===== config.mk =====
export PLATFORM = sky130hd
export DESIGN_NAME = fetch_queue
export DESIGN_NICKNAME = d
export VERILOG_FILES = /design/src/rtl/fetch_queue.sv
export SDC_FILE = /design/constraint.sdc
export NUM_CORES = 1
export LEC_CHECK = 0
export ABC_AREA = 1
export BUFFER_PORTS_ARGS = -buffer_cell sky130_fd_sc_hd__buf_4
export CAP_MARGIN = 30
export CORE_ASPECT_RATIO = 1.2
export CORE_MARGIN = 1
export CORE_UTILIZATION = 56
export CTS_CLUSTER_SIZE = 24
export DETAILED_ROUTE_END_ITERATION = 8
export PLACE_DENSITY = 0.85
export SETUP_SLACK_MARGIN = 0.05
export SYNTH_ARGS = -nofsm -noshare
export SYNTH_HDL_FRONTEND = slang
export SYNTH_SLANG_ARGS = --single-unit

===== constraint.sdc =====
create_clock -name clock -period 6.81 [get_ports clock]
set_input_delay 1.0215 -clock clock [delete_from_list [all_inputs] [get_ports clock]]
set_output_delay 1.0215 -clock clock [all_outputs]
set_load 0.02 [all_outputs]

===== src/rtl/fetch_queue.sv =====
// Fetch stage: owns the PC, requests words from synchronous instruction memory and
// buffers returned instructions with their PCs. Define FETCH_PERF_EN to add squash_count.
module fetch_queue #(
    parameter int          DEPTH    = 2,
    parameter logic [31:0] RESET_PC = 32'h0000_0000
) (
    input  logic        clock,
    input  logic        reset_n,
    output logic        imem_rd,
    output logic [31:0] imem_addr,
    input  logic [31:0] imem_data,
    input  logic        redirect,
    input  logic [31:0] redirect_target,
    output logic        out_valid,
    input  logic        out_ready,
    output logic [31:0] out_insn,
    output logic [31:0] out_pc
`ifdef FETCH_PERF_EN
    ,
    output logic [31:0] squash_count
`endif
);

    localparam int PTR_W = $clog2(DEPTH);
    localparam int CNT_W = PTR_W + 1;
    localparam int OCC_W = CNT_W + 1;
    localparam logic [OCC_W-1:0] DEPTH_V = OCC_W'(DEPTH);

    typedef enum logic [1:0] {
        ST_BOOT  = 2'd0,
        ST_RUN   = 2'd1,
        ST_FULL  = 2'd2,
        ST_REDIR = 2'd3
    } state_t;

    state_t             state_r;
    state_t             state_nxt_s;
    logic [31:0]        pc_r;
    logic               inflight_r;
    logic [31:0]        inflight_pc_r;
    logic [31:0]        insn_mem_r [DEPTH];
    logic [31:0]        pc_mem_r   [DEPTH];
    logic [PTR_W-1:0]   head_r;
    logic [PTR_W-1:0]   tail_r;
    logic [CNT_W-1:0]   count_r;
    logic               pop_s;
    logic               push_s;
    logic               room_s;
    logic               issue_s;
    logic [OCC_W-1:0]   occ_s;

    // Handshake and occupancy: a new request needs a slot once its response lands.
    always_comb begin
        pop_s  = (count_r != CNT_W'(0)) && out_ready;
        push_s = inflight_r && !redirect;
        occ_s  = OCC_W'(count_r) + OCC_W'(inflight_r) - OCC_W'(pop_s);
        room_s = (occ_s < DEPTH_V);
    end

    // FSM state register.
    always_ff @(posedge clock or negedge reset_n) begin
        if (!reset_n) begin
            state_r <= ST_BOOT;
        end else begin
            state_r <= state_nxt_s;
        end
    end

    // FSM next state; the next state also names the mode this cycle operates in.
    always_comb begin
        state_nxt_s = ST_RUN;
        case (state_r)
            ST_BOOT: begin
                if (redirect) begin
                    state_nxt_s = ST_REDIR;
                end else begin
                    state_nxt_s = ST_RUN;
                end
            end
            ST_RUN, ST_FULL, ST_REDIR: begin
                if (redirect) begin
                    state_nxt_s = ST_REDIR;
                end else if (room_s) begin
                    state_nxt_s = ST_RUN;
                end else begin
                    state_nxt_s = ST_FULL;
                end
            end
            default: state_nxt_s = ST_RUN;
        endcase
    end

    // FSM outputs: issue only while running with room and no redirect.
    always_comb begin
        if (state_r == ST_BOOT) begin
            issue_s = 1'b0;
        end else begin
            issue_s = (state_nxt_s == ST_RUN);
        end
    end

    assign imem_rd   = issue_s;
    assign imem_addr = pc_r;
    assign out_valid = (count_r != CNT_W'(0));
    assign out_insn  = insn_mem_r[head_r];
    assign out_pc    = pc_mem_r[head_r];

    // Program counter: redirect wins, otherwise advance on issue (wraps naturally).
    always_ff @(posedge clock or negedge reset_n) begin
        if (!reset_n) begin
            pc_r <= RESET_PC;
        end else if (redirect) begin
            pc_r <= redirect_target;
        end else if (issue_s) begin
            pc_r <= pc_r + 32'd1;
        end else begin
            pc_r <= pc_r;
        end
    end

    // In-flight tracker: remembers the PC whose response arrives next cycle.
    always_ff @(posedge clock or negedge reset_n) begin
        if (!reset_n) begin
            inflight_r    <= 1'b0;
            inflight_pc_r <= 32'h0000_0000;
        end else begin
            inflight_r <= issue_s;
            if (issue_s) begin
                inflight_pc_r <= pc_r;
            end else begin
                inflight_pc_r <= inflight_pc_r;
            end
        end
    end

    // Circular buffer of fetched instructions; redirect discards everything.
    always_ff @(posedge clock or negedge reset_n) begin
        if (!reset_n) begin
            head_r  <= PTR_W'(0);
            tail_r  <= PTR_W'(0);
            count_r <= CNT_W'(0);
            for (int i = 0; i < DEPTH; i++) begin
                insn_mem_r[i] <= 32'h0000_0000;
                pc_mem_r[i]   <= 32'h0000_0000;
            end
        end else if (redirect) begin
            head_r  <= PTR_W'(0);
            tail_r  <= PTR_W'(0);
            count_r <= CNT_W'(0);
        end else begin
            if (push_s) begin
                insn_mem_r[tail_r] <= imem_data;
                pc_mem_r[tail_r]   <= inflight_pc_r;
                tail_r             <= tail_r + PTR_W'(1);
            end else begin
                tail_r <= tail_r;
            end
            if (pop_s) begin
                head_r <= head_r + PTR_W'(1);
            end else begin
                head_r <= head_r;
            end
            count_r <= count_r + CNT_W'(push_s) - CNT_W'(pop_s);
        end
    end

`ifdef FETCH_PERF_EN
    logic [31:0] squash_r;
    logic [31:0] discard_s;

    function automatic logic [31:0] sat_add32(input logic [31:0] a, input logic [31:0] b);
        logic [32:0] sum;
        sum = {1'b0, a} + {1'b0, b};
        return sum[32] ? 32'hFFFF_FFFF : sum[31:0];
    endfunction

    // A head handshake in the redirect cycle is delivered, not squashed.
    always_comb begin
        discard_s = 32'(count_r) + 32'(inflight_r) - 32'(pop_s);
    end

    // Saturating squash counter.
    always_ff @(posedge clock or negedge reset_n) begin
        if (!reset_n) begin
            squash_r <= 32'h0000_0000;
        end else if (redirect) begin
            squash_r <= sat_add32(squash_r, discard_s);
        end else begin
            squash_r <= squash_r;
        end
    end

    assign squash_count = squash_r;
`endif

endmodule


* After elaboration in Yosys (flattened, before gate mapping)
Cells that the tools add are included.
Operators by class: add/sub/neg operators 7, $lt $le $gt $ge 4, equal/unequal tests 4, muxes and demuxes 22, bitwise logic cells 3, reductions and logical operators 11
Operators by type and width (number):
- 32-bit two-way mux | 9
- 64-bit bitwise mux | 2
- 32-bit by 1-bit adder with 32-bit output, second input constant | 1
- 32-bit demux with 1-bit select | 1
- 2-bit two-way mux | 4
- 2-bit nonzero test | 4
- 1-bit two-way mux | 5
- 2-bit by 1-bit equality test with 1-bit output, second input constant | 2
- 2-bit equality test, second input constant | 2
- 2-bit >= comparator, second input constant | 2
- 1-bit NOT with 2-bit output | 2
- 2-bit case mux with 2 select lines | 1
- 2-bit by 1-bit adder with 3-bit output | 1
- 1-bit logical AND | 3
- 3-bit by 2-bit less-than comparator with 1-bit output, second input constant | 1
- 3-bit OR reduction | 1
- 3-bit by 1-bit subtractor with 3-bit output | 1
- 1-bit adder, second input constant | 2
- 2-bit by 1-bit adder with 2-bit output | 1
- 2-bit logical NOT | 1
- 2-bit by 1-bit less-than comparator with 1-bit output, second input constant | 1
- 2-bit AND reduction | 1
- 2-bit by 1-bit subtractor with 2-bit output | 1
- 1-bit logical NOT | 1
- 1-bit NOT | 1
Storage, ports and cells: bits in registers 199, input bits 68, output and inout bits 98

* Logic depth before layout (Yosys ltp)
depth after elaboration 11, mapped depth 17, gate-level depth less buffers 16

* Worst setup path before layout
No wires, ideal clock.
path type in2out, from input port out_ready, to output port imem_rd, arrival time 2.419 ns, data required time 5.788 ns, path slack 3.369 ns, cell stages on the path 13, path buffers 2, cells stage by stage nand2_1 -> inv_1 -> nand2_1 -> o21ai_0 -> nand2_1 -> fa_1 -> inv_1 -> nand2_1 -> nand2_1 -> nand4_2 -> inv_1 -> buf_4 -> buf_6
Between the ends: longest elaborated chain between the ends 8
RTL lines:
- start, declared | RTL line 15 | input logic out_ready,
- 1-bit logical AND | RTL line 54 | pop_s = (count_r != CNT_W'(0)) && out_ready;
- 3-bit by 1-bit subtractor with 3-bit output | RTL line 56 | occ_s = OCC_W'(count_r) + OCC_W'(inflight_r) - OCC_W'(pop_s);
- 3-bit by 2-bit less-than comparator with 1-bit output | RTL line 57 | room_s = (occ_s < DEPTH_V);
- 2-bit two-way mux | RTL line 83 | end else if (room_s) begin
- 2-bit two-way mux | RTL line 81 | if (redirect) begin
- 2-bit case mux with 2 select lines | RTL line 72 | case (state_r)
- 2-bit by 1-bit equality test with 1-bit output | RTL line 98 | issue_s = (state_nxt_s == ST_RUN);
- 1-bit two-way mux | RTL line 95 | if (state_r == ST_BOOT) begin
- end, declared | RTL line 9 | output logic imem_rd,
No other way between the ends.

* Worst setup path in the final report
Same ends and word-level chain as after synthesis.

==> results.py <==
metrics = {
    "outcome": {
        "outcome": "finished clean",
    },
    "clocking": {
        "cts_resized": 0,
        "cts_tree": "yes",
        "cts_buffer_depth": 2,
        "clk_pin_slew_ns": 0.06,
        "cts_sinks": 199,
        "cts-root-buf": "clkbuf_16",
        "numCtsBuffers": 17,
        "holdBufCountCts": 0,
        "post_cts_buffers": 0,
        "h-tree-depth": 4,
        "worstSkewPairLatency_ns": 0.42,
    },
    "placement": {
        "port_buffers": 165,
        "place_congestion": 0.946,
        "place_hpwl_mm": 14.7,
    },
    "critical_path": {
        "critPathRequiredTime_ns": 5.79,
        "crit_fanout": 68,
        "crit_path_end_kind": "output pin",
        "path_class": "primary input to output pin",
        "worstPathArrival_ns": 3.58,
        "start_kind": "primary input",
    },
    "floorplanning": {
        "die-area_um2": 17800,
        "die_h_um": 146,
        "start_util_pct": 57.3,
        "fp.coreArea_um2": 16900,
        "io-pin-count": 166,
        "rows": 52,
        "die_w_um": 122,
    },
    "drt": {
        "drtPass1Iterations": 5,
        "drtIter0Drc": 677,
        "routed_wl_mm": 21.5,
        "wl_per_cell_um": 13.5,
        "ant_nets": 0,
        "viasPerCell": 5.12,
        "vias": 8123,
        "drc": 0,
    },
    "sta": {
        "rsz0062_at_grt": "no",
        "worst_pin_slew_ns": 1.01,
        "fin_crit_ns": 4.60,
        "hold_violations": 0,
        "slew_viol_final": 0,
        "finalSetupViolCount": 0,
        "fmax_mhz": 217,
        "setup-tns-final_ns": 0,
        "slew_headroom_pct": 32.7,
        "fin_skew_ns": 0.00849,
        "min_period_over_period_pct": 67.6,
        "whs_ns": 0.481,
    },
    "logic_synthesis": {
        "synth_area_per_cell_um2": 7.86,
        "syn_nets": 1299,
        "synth-seq-cells": 199,
        "synthCells": 1228,
        "synth_area_um2": 9650,
        "ys_seq_area_share_pct": 51.6,
        "yosysUniqueCellTypes": 29,
        "synth_warnings": 0,
    },
    "pwr": {
        "switching_power_mw": 2.45,
        "p_leak_nw": 6.10,
        "seqPwrFrac_pct": 37.2,
        "clkPwrFrac_pct": 17.1,
        "ir_worst_vdd_mv": 0.230,
        "power_density_nw_per_um2": 503,
        "p_int_mw": 3.32,
        "netSwitchingFraction_pct": 42.5,
        "pwr-share-comb_pct": 45.7,
    },
    "min_path": {
        "hold_class": "register to register",
    },
    "global_routing": {
        "met1_usage_pct": 34.2,
        "grt_overflow": 0,
        "grt_pass1_vias": 7786,
        "grt_start_max_net_pins": 115,
        "gr-max-usage-layer": "met2",
        "grt_use_total_pct": 25.6,
        "met3_usage_pct": 3.57,
        "grt_pass1_wl_mm": 36.3,
        "met2_usage_pct": 42.3,
        "antenna_found_initial": 0,
    },
    "layout": {
        "syn_to_final_growth_pct": 18.9,
        "final_common_cell": "nand2_1",
        "drive_gt1_share_pct": 19.4,
        "final_cell_mix": "522 x nand2_1, 198 x dfrtp_1, 170 x buf_4",
        "nets": 1433,
        "n_antenna_cell": 0,
    },
    "job": {
        "maxCapViolations": 0,
    },
}
-- area by class of cell --
cell class / instances / area (µm²)
inverter: 130 / 493
clock inverter: 8 / 128
clock buffer: 21 / 440
multi-input combinational: 840 / 3790
tap: 216 / 270
sequential: 199 / 4980
fill: 1399 / 5380
timing repair buffer: 174 / 1370
-- synth_stat cells --
cell type / n / area, µm²
xnor2_1: 1 / 8.76
dfrtp_1: 199 / 4980
a21oi_1: 2 / 10.0
nand3b_1: 2 / 15.0
inv_2: 1 / 3.75
buf_4: 5 / 37.5
clkbuf_2: 7 / 35.0
o21ai_1: 11 / 55.1
or2_4: 1 / 8.76
o21ai_2: 49 / 429
nand2_1: 523 / 1960
nand4_2: 1 / 12.5
inv_1: 128 / 480
nor2_2: 2 / 12.5
fa_1: 1 / 20.0
nand3_1: 55 / 275
clkbuf_1: 20 / 75.1
buf_1: 1 / 3.75
clkinv_4: 1 / 8.76
nand2_2: 4 / 25.0
buf_2: 8 / 40.0
a31oi_1: 8 / 50.1
nor2_1: 53 / 199
nor2_4: 4 / 45.0
buf_6: 18 / 203
xor2_1: 6 / 52.6
or2_2: 1 / 6.26
o21ai_0: 114 / 571
ha_1: 2 / 25.0
-- path summary, 6_finish.rpt --
kind | startpoint | endpoint | slack, ns | depth (start not counted)
max in group asynchronous | reset_n | inflight_pc_r[5]$_DFFE_PN0P_ | 4.74 | 3
min in group asynchronous | reset_n | insn_mem_r[59]$_DFFE_PN0P_ | 0.72 | 1
worst min-delay path | pc_mem_r[49]$_DFFE_PN0P_ | pc_mem_r[49]$_DFFE_PN0P_ | 0.48 | 2
worst min register to register | pc_mem_r[49]$_DFFE_PN0P_ | pc_mem_r[49]$_DFFE_PN0P_ | 0.48 | 2
worst max-delay path | out_ready | imem_rd | 2.21 | 14
worst max register to register | count_r[1]$_DFF_PN0_ | imem_addr[11]$_DFFE_PN0P_ | 3.59 | 16
-- through the flow --
stage               power (mW)  instance area [µm²]  utilization, %  instances  worst slack [ns]
global route              6.22                11500            68.1       1588              1.98
detailed placement        4.80                10900            64.7       1559              2.23
CTS                       5.81                11500            68.1       1588              2.22
finish                    5.77                11500            68.1       1588              2.21
floorplan                 3.87                 9650               -       1228              3.37
global placement          4.67                10800            64.2       1556              2.12
-- critical path, cell delays in order --
cell and delay [ns]:
buf_4 0.09, nand2_1 0.09, inv_1 0.08, nand2_1 0.06, o21ai_0 0.08, nand2_1 0.09, fa_1 0.39, nand2_1 0.08
nand2_1 0.08, nand4_2 0.07, buf_4 0.47, inv_1 0.48, buf_16 0.29, buf_4 0.16
-- logic make-up after synthesis --
| kind of cell | count (synthesis) | synth area share, % |
|---|---|---|
| XOR/XNOR | 7 | 0.635 |
| AO/OA/AOI/OAI | 184 | 11.6 |
| AND/OR/NAND/NOR | 646 | 26.6 |
| adder cells (fa/ha/maj) | 3 | 0.467 |
| flip-flops | 199 | 51.6 |
| buffers and inverters | 189 | 9.19 |
-- sequential cells by signal, indices dropped and copies added, names as in the netlist --
signal and cells:
count_r 2, state_r 2, pc_mem_r 64, imem_addr 32, tail_r 1, insn_mem_r 64, inflight_pc_r 32, head_r 1
inflight_r 1
-- layer usage --
layer	vias up	wire, µm
met5	-	0
met4	0	592
met3	35	899
met2	221	10600
met1	3799	9370
li1	4068	-
-- power groups by stage --
stage	logic [mW]	clock network, mW	registers (mW)
after floorplan	1.70	0	2.17
after global placement	2.53	0	2.13
after detailed placement	2.64	0	2.16
after CTS	2.66	1.00	2.14
after global routing	2.94	1.06	2.22
final	2.64	0.988	2.15
(Power assumes the default switching activity.)
